**src/rtl/uart_frame_parser.sv**
```systemverilog
// UART frame parser: hunts for SOF, collects CMD/ADDR/DATA/CRC bytes,
// checks CRC-8 (poly 0x07, init 0) and presents good frames downstream.
//
// state  | meaning
// -------+-------------------------------------------------------------
// IDLE   | hunting for SOF, all other bytes dropped
// CMD    | waiting for command byte
// ADDR   | collecting 4 address bytes, LSB first
// DATA   | collecting 4 write-data bytes, LSB first (writes only)
// CRC    | waiting for CRC byte, compared against the running CRC
// HOLD   | good frame presented on frame_valid until accepted
module uart_frame_parser #(
   parameter logic [7:0]  SOF_BYTE       = 8'hA5,
   parameter int unsigned TIMEOUT_CYCLES = 43400
) (
   input  logic        clk,
   input  logic        rst_n,
   input  logic [7:0]  rx_data,
   input  logic        rx_valid,
   input  logic        rx_error,
   output logic        frame_valid,
   input  logic        frame_ready,
   output logic        frame_is_read,
   output logic [31:0] frame_addr,
   output logic [31:0] frame_wdata,
   output logic        frame_complete,
   output logic        crc_valid,
   output logic        err_valid,
   output logic [2:0]  err_code,
   output logic        busy
);

   localparam int unsigned TW = (TIMEOUT_CYCLES > 1) ? $clog2(TIMEOUT_CYCLES) : 1;
   localparam logic [TW-1:0] TMO_LOAD = TW'(TIMEOUT_CYCLES - 1);

   localparam logic [2:0] E_CRC = 3'd1;
   localparam logic [2:0] E_TMO = 3'd2;
   localparam logic [2:0] E_RX  = 3'd3;
   localparam logic [2:0] E_OVR = 3'd4;
   localparam logic [2:0] E_CMD = 3'd5;

   typedef enum logic [2:0] {S_IDLE, S_CMD, S_ADDR, S_DATA, S_CRC, S_HOLD} state_t;

   state_t        state_q, state_d;
   logic [7:0]    cmd_q;
   logic [31:0]   addr_q;
   logic [31:0]   wdata_q;
   logic [7:0]    crc_q;
   logic [1:0]    idx_q;
   logic [TW-1:0] tmo_cnt;
   logic          active;
   logic          byte_ok;
   logic          ev_err;
   logic [2:0]    ev_code;
   logic          ev_done;
   logic          ev_crc_ok;

   function automatic logic [7:0] crc8_step(input logic [7:0] crc, input logic [7:0] d);
      logic [7:0] c;
      c = crc ^ d;
      for (int i = 0; i < 8; i++) begin
         c = c[7] ? ((c << 1) ^ 8'h07) : (c << 1);
      end
      return c;
   endfunction

   assign active  = (state_q == S_CMD) || (state_q == S_ADDR) ||
                    (state_q == S_DATA) || (state_q == S_CRC);
   assign byte_ok = rx_valid && !rx_error;

   // State register
   always_ff @(posedge clk or negedge rst_n) begin
      if (!rst_n) state_q <= S_IDLE;
      else        state_q <= state_d;
   end

   // Next-state and per-cycle event decode
   always_comb begin
      state_d   = state_q;
      ev_err    = 1'b0;
      ev_code   = 3'd0;
      ev_done   = 1'b0;
      ev_crc_ok = 1'b0;
      if (state_q == S_HOLD) begin
         if (rx_valid) begin
            ev_err  = 1'b1;
            ev_code = E_OVR;
         end
         if (frame_ready) state_d = S_IDLE;
      end else if (rx_valid && rx_error) begin
         ev_err  = 1'b1;
         ev_code = E_RX;
         state_d = S_IDLE;
      end else if (state_q == S_IDLE) begin
         if (rx_valid && rx_data == SOF_BYTE) state_d = S_CMD;
      end else if (rx_valid) begin
         unique case (state_q)
            S_CMD:  state_d = S_ADDR;
            S_ADDR: if (idx_q == 2'd3) state_d = cmd_q[7] ? S_CRC : S_DATA;
            S_DATA: if (idx_q == 2'd3) state_d = S_CRC;
            S_CRC: begin
               ev_done   = 1'b1;
               ev_crc_ok = (rx_data == crc_q);
               if (!ev_crc_ok) begin
                  ev_err  = 1'b1;
                  ev_code = E_CRC;
                  state_d = S_IDLE;
               end else if (cmd_q[6:0] != 7'd0) begin
                  ev_err  = 1'b1;
                  ev_code = E_CMD;
                  state_d = S_IDLE;
               end else begin
                  state_d = S_HOLD;
               end
            end
            default: state_d = S_IDLE;
         endcase
      end else if (tmo_cnt == '0) begin
         ev_err  = 1'b1;
         ev_code = E_TMO;
         state_d = S_IDLE;
      end
   end

   // Field capture, running CRC, inter-byte timer and registered status pulses
   always_ff @(posedge clk or negedge rst_n) begin
      if (!rst_n) begin
         cmd_q          <= '0;
         addr_q         <= '0;
         wdata_q        <= '0;
         crc_q          <= '0;
         idx_q          <= '0;
         tmo_cnt        <= '0;
         frame_complete <= 1'b0;
         crc_valid      <= 1'b0;
         err_valid      <= 1'b0;
         err_code       <= '0;
      end else begin
         frame_complete <= ev_done;
         crc_valid      <= ev_crc_ok;
         err_valid      <= ev_err;
         if (ev_err) err_code <= ev_code;

         if (byte_ok && state_q != S_HOLD) tmo_cnt <= TMO_LOAD;
         else if (active && tmo_cnt != '0) tmo_cnt <= tmo_cnt - TW'(1);

         if (byte_ok) begin
            unique case (state_q)
               S_IDLE: if (rx_data == SOF_BYTE) begin
                  crc_q   <= '0;
                  idx_q   <= '0;
                  addr_q  <= '0;
                  wdata_q <= '0;
               end
               S_CMD: begin
                  cmd_q <= rx_data;
                  crc_q <= crc8_step(crc_q, rx_data);
               end
               S_ADDR: begin
                  addr_q[{idx_q, 3'b000} +: 8] <= rx_data;
                  idx_q <= idx_q + 2'd1;
                  crc_q <= crc8_step(crc_q, rx_data);
               end
               S_DATA: begin
                  wdata_q[{idx_q, 3'b000} +: 8] <= rx_data;
                  idx_q <= idx_q + 2'd1;
                  crc_q <= crc8_step(crc_q, rx_data);
               end
               default: ;
            endcase
         end
      end
   end

   // Output decode
   always_comb begin
      frame_valid   = (state_q == S_HOLD);
      busy          = (state_q != S_IDLE);
      frame_is_read = cmd_q[7];
      frame_addr    = addr_q;
      frame_wdata   = cmd_q[7] ? 32'd0 : wdata_q;
   end

endmodule

```
**config.mk**
```make
export PLATFORM = sky130hd
export DESIGN_NAME = uart_frame_parser
export DESIGN_NICKNAME = d
export VERILOG_FILES = /design/src/rtl/uart_frame_parser.sv
export SDC_FILE = /design/constraint.sdc
export NUM_CORES = 1
export LEC_CHECK = 0
export CELL_PAD_IN_SITES_DETAIL_PLACEMENT = 0
export CELL_PAD_IN_SITES_GLOBAL_PLACEMENT = 1
export CORE_MARGIN = 1
export CORE_UTILIZATION = 37
export DETAILED_ROUTE_END_ITERATION = 10
export GPL_TIMING_DRIVEN = 0
export PLACE_DENSITY_LB_ADDON = 0.2
export REMOVE_ABC_BUFFERS = 1
export SYNTH_ARGS = -nofsm -noshare
export SYNTH_HDL_FRONTEND = slang
export SYNTH_SLANG_ARGS = --single-unit
```
**constraint.sdc**
```tcl
create_clock -name clk -period 2.1 [get_ports clk]
set_input_delay 0.21 -clock clk [delete_from_list [all_inputs] [get_ports clk]]
set_output_delay 0.21 -clock clk [all_outputs]
set_load 0.02 [all_outputs]
```
After elaboration in Yosys (flattened, before gate mapping)
Cells that the tools add are included.
- flip-flop bits (word level): 107
- latch bits: 0
- memory bits (writable): 0
- bits in read-only memories: 0
- input port bits: 13
- output and inout bits: 73
- logic and storage cells: 128
- memories: 0
- $add $sub $neg: 3
- $mul: 0
- divide/modulo/power cells: 0
- order comparisons: 0
- equal/unequal tests: 14
- shift-type cells: 2
- multiplexer cells: 61
- bitwise operators: 9
- reduce and logical (&&, ||, !) cells: 28
- operator list (operator ; number):
    32-bit one-hot mux with 2 select lines ; 2
    3-bit 2-to-1 mux ; 28
    32-bit bitwise mux ; 2
    32-bit 2-to-1 mux ; 2
    16-bit 2-to-1 mux ; 2
    8-bit by 7-bit variable shift with 32-bit output, first input constant ; 1
    8-bit by 7-bit indexed part select with 32-bit output ; 1
    3-bit inverter ; 8
    1-bit 2-to-1 mux ; 19
    16-bit zero test ; 1
    8-bit one-hot mux with 2 select lines ; 1
    16-bit nonzero test ; 1
    16-bit by 1-bit subtractor with 16-bit output, second input constant ; 1
    6-bit by 3-bit != test with 1-bit output, second input constant ; 2
    3-bit one-hot mux with 4 select lines ; 1
    3-bit AND reduction ; 4
    2-bit nonzero test ; 5
    8-bit == test ; 1
    8-bit == test, second input constant ; 1
    8-bit 2-to-1 mux ; 1
    8-bit XOR ; 1
    5-bit negator with 7-bit output ; 1
    7-bit nonzero test ; 1
    3-bit by 2-bit == test with 1-bit output, second input constant ; 2
    19 further kinds ; 28

Depth between registers and ports, before layout
- depth after elaboration: 18
- depth in mapped cells: 9
- gate-level depth less buffers: 7

Worst setup path after synthesis
OpenSTA, ideal clock, no wires.
- kind: reg2reg
- from: reg tmo_cnt[0]
- to: reg state_q[0]
- library setup time: 127 ps
- data arrival time: 2056 ps
- required time: 1973 ps
- slack: -83 ps
- cell stages (with the launch flop): 8
- clock period less this slack: 2183 ps
- cells stage by stage: dfrtp_1 -> inv_1 -> ha_1 -> or3b_2 -> nand4bb_4 -> a221oi_2 -> nand2_1 -> mux2_1
- cells in the longest elaborated chain, start to end: 3
- RTL lines (element ; RTL line ; RTL):
    from (decl) ; 50 ; logic [TW-1:0] tmo_cnt;
    from (signal assigned) ; 145 ; else if (active && tmo_cnt != '0) tmo_cnt <= tmo_cnt - TW'(1);
    16-bit zero test ; 118 ; end else if (tmo_cnt == '0) begin
    5-bit nonzero test (no source line) ; n/a ;
    5-bit AND reduction (no source line) ; n/a ;
    to (signal assigned) ; 74 ; else state_q <= state_d;
    to (decl) ; 44 ; state_t state_q, state_d;
Every way passes these cells.
A chain may end at the register's enable or synchronous reset.

Worst setup path in the final report
- from: reg tmo_cnt[13]
- to: reg state_q[0]
The elaborated chain is that of the path after synthesis.

==> metrics.csv <==
stage,metric,value,unit
outcome,status,completed,
finish,"commonest non-fill, non-tap cell in the layout",dfrtp_1,
setup_path,number of cells on the worst reg-to-reg path,5,
pwr,Static Leak,0.003194,uW
pwr,share of total power in combinational logic,41.7,%
detailed_routing,via total after detailed routing,4323,
timing,Max Slew Vio Count,0,
yosys,top cell type's share of synthesized area,48.83,%
floorplan,# rows,44,
pwr,NetSw,3043,uW
yosys,top_reg_cell synth,dfrtp_1,
setup_path,Setup CP Type,flip-flop to flip-flop,
clock_tree,Clock Tree Buf Depth,2,
yosys,sequential element share of the synthesized area,48.83,%
finish,synth-to-layout area growth,30.96,%
global_routing,vias in the first global route,4156,
setup_path,CP required,2.33,ns
setup_path,Critical path origin,tmo_cnt[13]$_DFFE_PN0P_,
floorplan,Boundary Pins,86,
detailed_routing,DRC,0,
timing,RSZ-0062 raised after global routing,yes,
clock_tree,H-tree depth,3,
setup_path,startpoint class of the critical path,flip-flop,
setup_path,worst-path maximum fanout,2,
setup_path,reg2reg end,state_q[0]$_DFFE_PN0P_,
global_routing,largest net degree at the start of global routing,64,
timing,fin crit period,2.087,ns
yosys,Yosys cell types,55,
pwr,PwrDens,1126,nW/um^2
clock_tree,"Clk pin slew, worst setup/hold paths",0.07,ns
clock_tree,CTS buffer count,9,
pwr,share of power burned in the clock network,21.5,%
setup_path,Worst setup EP type,flip-flop,
yosys,"Avg Cell Area, Syn",9.488,um^2
detailed_routing,drt via density,5.074,
pwr,Peak VDD IR,527.7,uV
placement,Post-DP Area,6426,um^2
timing,fin crit share,99.36,%
yosys,Ys Warns,0,
yosys,"top cells by area, synth","dfrtp_1 (49%), nand2_1 (5.8%), xnor2_1 (4.3%)",
finish,register area,2688,um^2
finish,area taken by multi-input logic gates,2723,um^2
finish,Filler Cells Inserted,1337,
worst_hold_path,Hold Path Class,input pin to flip-flop,
placement,PortBufs,85,
detailed_routing,drt pass-1 iters,4,
yosys,"Cell Area, Synth",5484,um^2
finish,n_diodes,0,
finish,final core utilization,49.60,%
finish,share of cells above drive strength 1,15.87,%
detailed_routing,ANT nets after route,0,
pwr,sequential power share,36.9,%
detailed_routing,initial drt markers,206,
clock_tree,clock network latency to the later pin of the worst-skew pair,0.35,ns
finish,final-stage net count,687,
clock_tree,Root Buffer,clkbuf_16,
yosys,Post-Syn Instances,578,
timing,Max transition margin,49.56,%
setup_path,Arrival @ worst endpoint,2.32,ns
setup_path,Worst setup endpoint,state_q[0]$_DFFE_PN0P_,
timing,Fmax,479.2,MHz
pwr,internal power,5047,uW
setup_path,Reg2Reg Launch Point,tmo_cnt[13]$_DFFE_PN0P_,
setup_path,"setup slack, reg-to-reg",0.01,ns
floorplan,Die Y-Extent,123.7,um
timing,Worst Skew,0.005671,ns
floorplan,CORE AREA,14480,um^2
yosys,Post-synth EDFFs,0,
global_routing,Global Route Usage Sum,19.11,%
timing,setup_tns,0,ns
detailed_routing,detailed-route wire length,13.91,mm
timing,# setup viols final,0,
detailed_routing,wire per inst,16.33,um
clock_tree,CTS tree,yes,
pwr,Sw Share,37.61,%
global_routing,GRT overflow,0,
yosys,leading area contributor after synthesis,dfrtp_1,
floorplan,die area,15310,um^2
placement,HPWL Detailed,9.049,mm
placement,GPL Wtd Cong,0.8243,
timing,slew at the pin closest to its max-slew limit,0.7525,ns
timing,"Hold Violations, Final",0,
finish,most frequent cells in the layout,"dfrtp_1 (103), nand2_1 (84), clkdlybuf4s50_1 (60)",
yosys,register bit count reported by yosys,107,
flow_run,Max Cap Viol,0,
clock_tree,TritonCTS Sinks,107,
floorplan,die width,123.7,um
floorplan,initial core utilization,37.88,%
yosys,post-synthesis async set-or-reset flop share,100.0,%
global_routing,first-pass GRT wire length,22.10,mm
global_routing,initial antenna violation count,0,
finish,final instance area,7182,um^2
routing by layer:
layer	wire, um	GRT usage [%]	vias up
met4	246	7.530	0
met2	6590	30.10	105
met3	594	2.701	15
met5	0	0	-
met1	6478	26.48	2087
li1	-	-	2116
worst max-delay path: stages, from the launching register on:
cell and delay, ns:
dfrtp_1 0.40, or4_4 0.55, nand4bb_4 0.26, a221oi_2 0.30, nand2_1 0.15, mux2_4 0.32
power groups by stage:
stage | Sequential (uW) | Clock (uW) | Combinational [uW]
2_1_floorplan | 3210 | 0 | 1630
3_3_place_gp | 3040 | 0 | 2840
3_5_place_dp | 3060 | 0 | 2880
4_1_cts | 3010 | 1780 | 3180
5_1_grt | 3060 | 1870 | 3700
6_report | 2980 | 1740 | 3370
stage by stage:
step,std cells,hold WS (ns),total power [uW],setup WS [ns]
floorplan,546,-0.08559,4831,-0.08323
global placement,815,0.4538,5875,-3.345
detailed placement,816,0.2705,5937,-0.8111
CTS,849,0.4551,7971,-0.007868
global route,852,0.3596,8622,-0.03691
finish,852,0.3348,8090,0.01337
timing repair:
item / in CTS / in global routing
endpoints found under the setup margin: 127 / 57
pin swaps: 8 / 1
hold buffers: 1 / 0
gates resized for setup: 38 / 49
endpoints found under the hold margin: 44 / 0
buffers inserted: 17 / 3
synthesized netlist by cell type, drive strengths merged (2+ instances only):
| cell type | instances |
|---|---|
| o211ai | 4 |
| o21ai | 59 |
| inv | 32 |
| dfrtp | 107 |
| nor2b | 36 |
| nand2 | 85 |
| a22o | 12 |
| nor4b | 2 |
| nand3b | 3 |
| and4bb | 3 |
| buf | 12 |
| mux2 | 10 |
| and3 | 3 |
| xor2 | 8 |
| clkbuf | 20 |
| nor4 | 8 |
| mux2i | 4 |
| nand4 | 5 |
| or3 | 5 |
| nor3 | 16 |
| nand2b | 8 |
| nand3 | 30 |
| a21oi | 12 |
| nor3b | 2 |
| xnor2 | 27 |
| nor2 | 36 |
| ha | 10 |
| a21o | 2 |
| or4 | 2 |
sequential cells by signal (all words and copies together), names as in the netlist:
name            flops
state_q             3
crc_valid           1
err_code            3
wdata_q            32
crc_q               8
idx_q               2
frame_complete      1
cmd_q               8
tmo_cnt            16
err_valid           1
frame_addr         32
cell families after synthesis:
kind of cell	after synthesis	synth area share (%)
xor gates and xnor gates	36	6.001
AOI/OAI and AO/OA	97	10.77
muxes	14	2.784
and+or+nand+nor	250	24.16
adders and majority gates	10	2.282
buffers and inverters	64	5.179
DFF	107	48.83
how the worst min path moves through the flow:
stage                                            end  depth (start not counted)                     from  slack [ns]
final                     frame_addr[26]$_DFFE_PN0P_                          3               rx_data[2]        0.33
after CTS                        err_valid$_DFF_PN0_                          2                    rst_n        0.46
after floorplan                 cmd_q[0]$_DFFE_PN0P_                          0                    rst_n       -0.09
after detailed placement         err_valid$_DFF_PN0_                          1                    rst_n        0.27
after global routing         wdata_q[10]$_DFFE_PN0P_                          3               rx_data[2]        0.36
after global placement       wdata_q[25]$_DFFE_PN0P_                          2  wdata_q[25]$_DFFE_PN0P_        0.45
cell type report:
type	count	share of cell area, %
multi-input cells	407	37.91
clock buffers	11	3.519
well taps	184	3.206
repair buffers	107	15.57
flip-flops and latches	107	37.42
inverters	32	1.672
clock inverters	4	0.6969
Note: power is estimated with default switching activity, not from simulation.
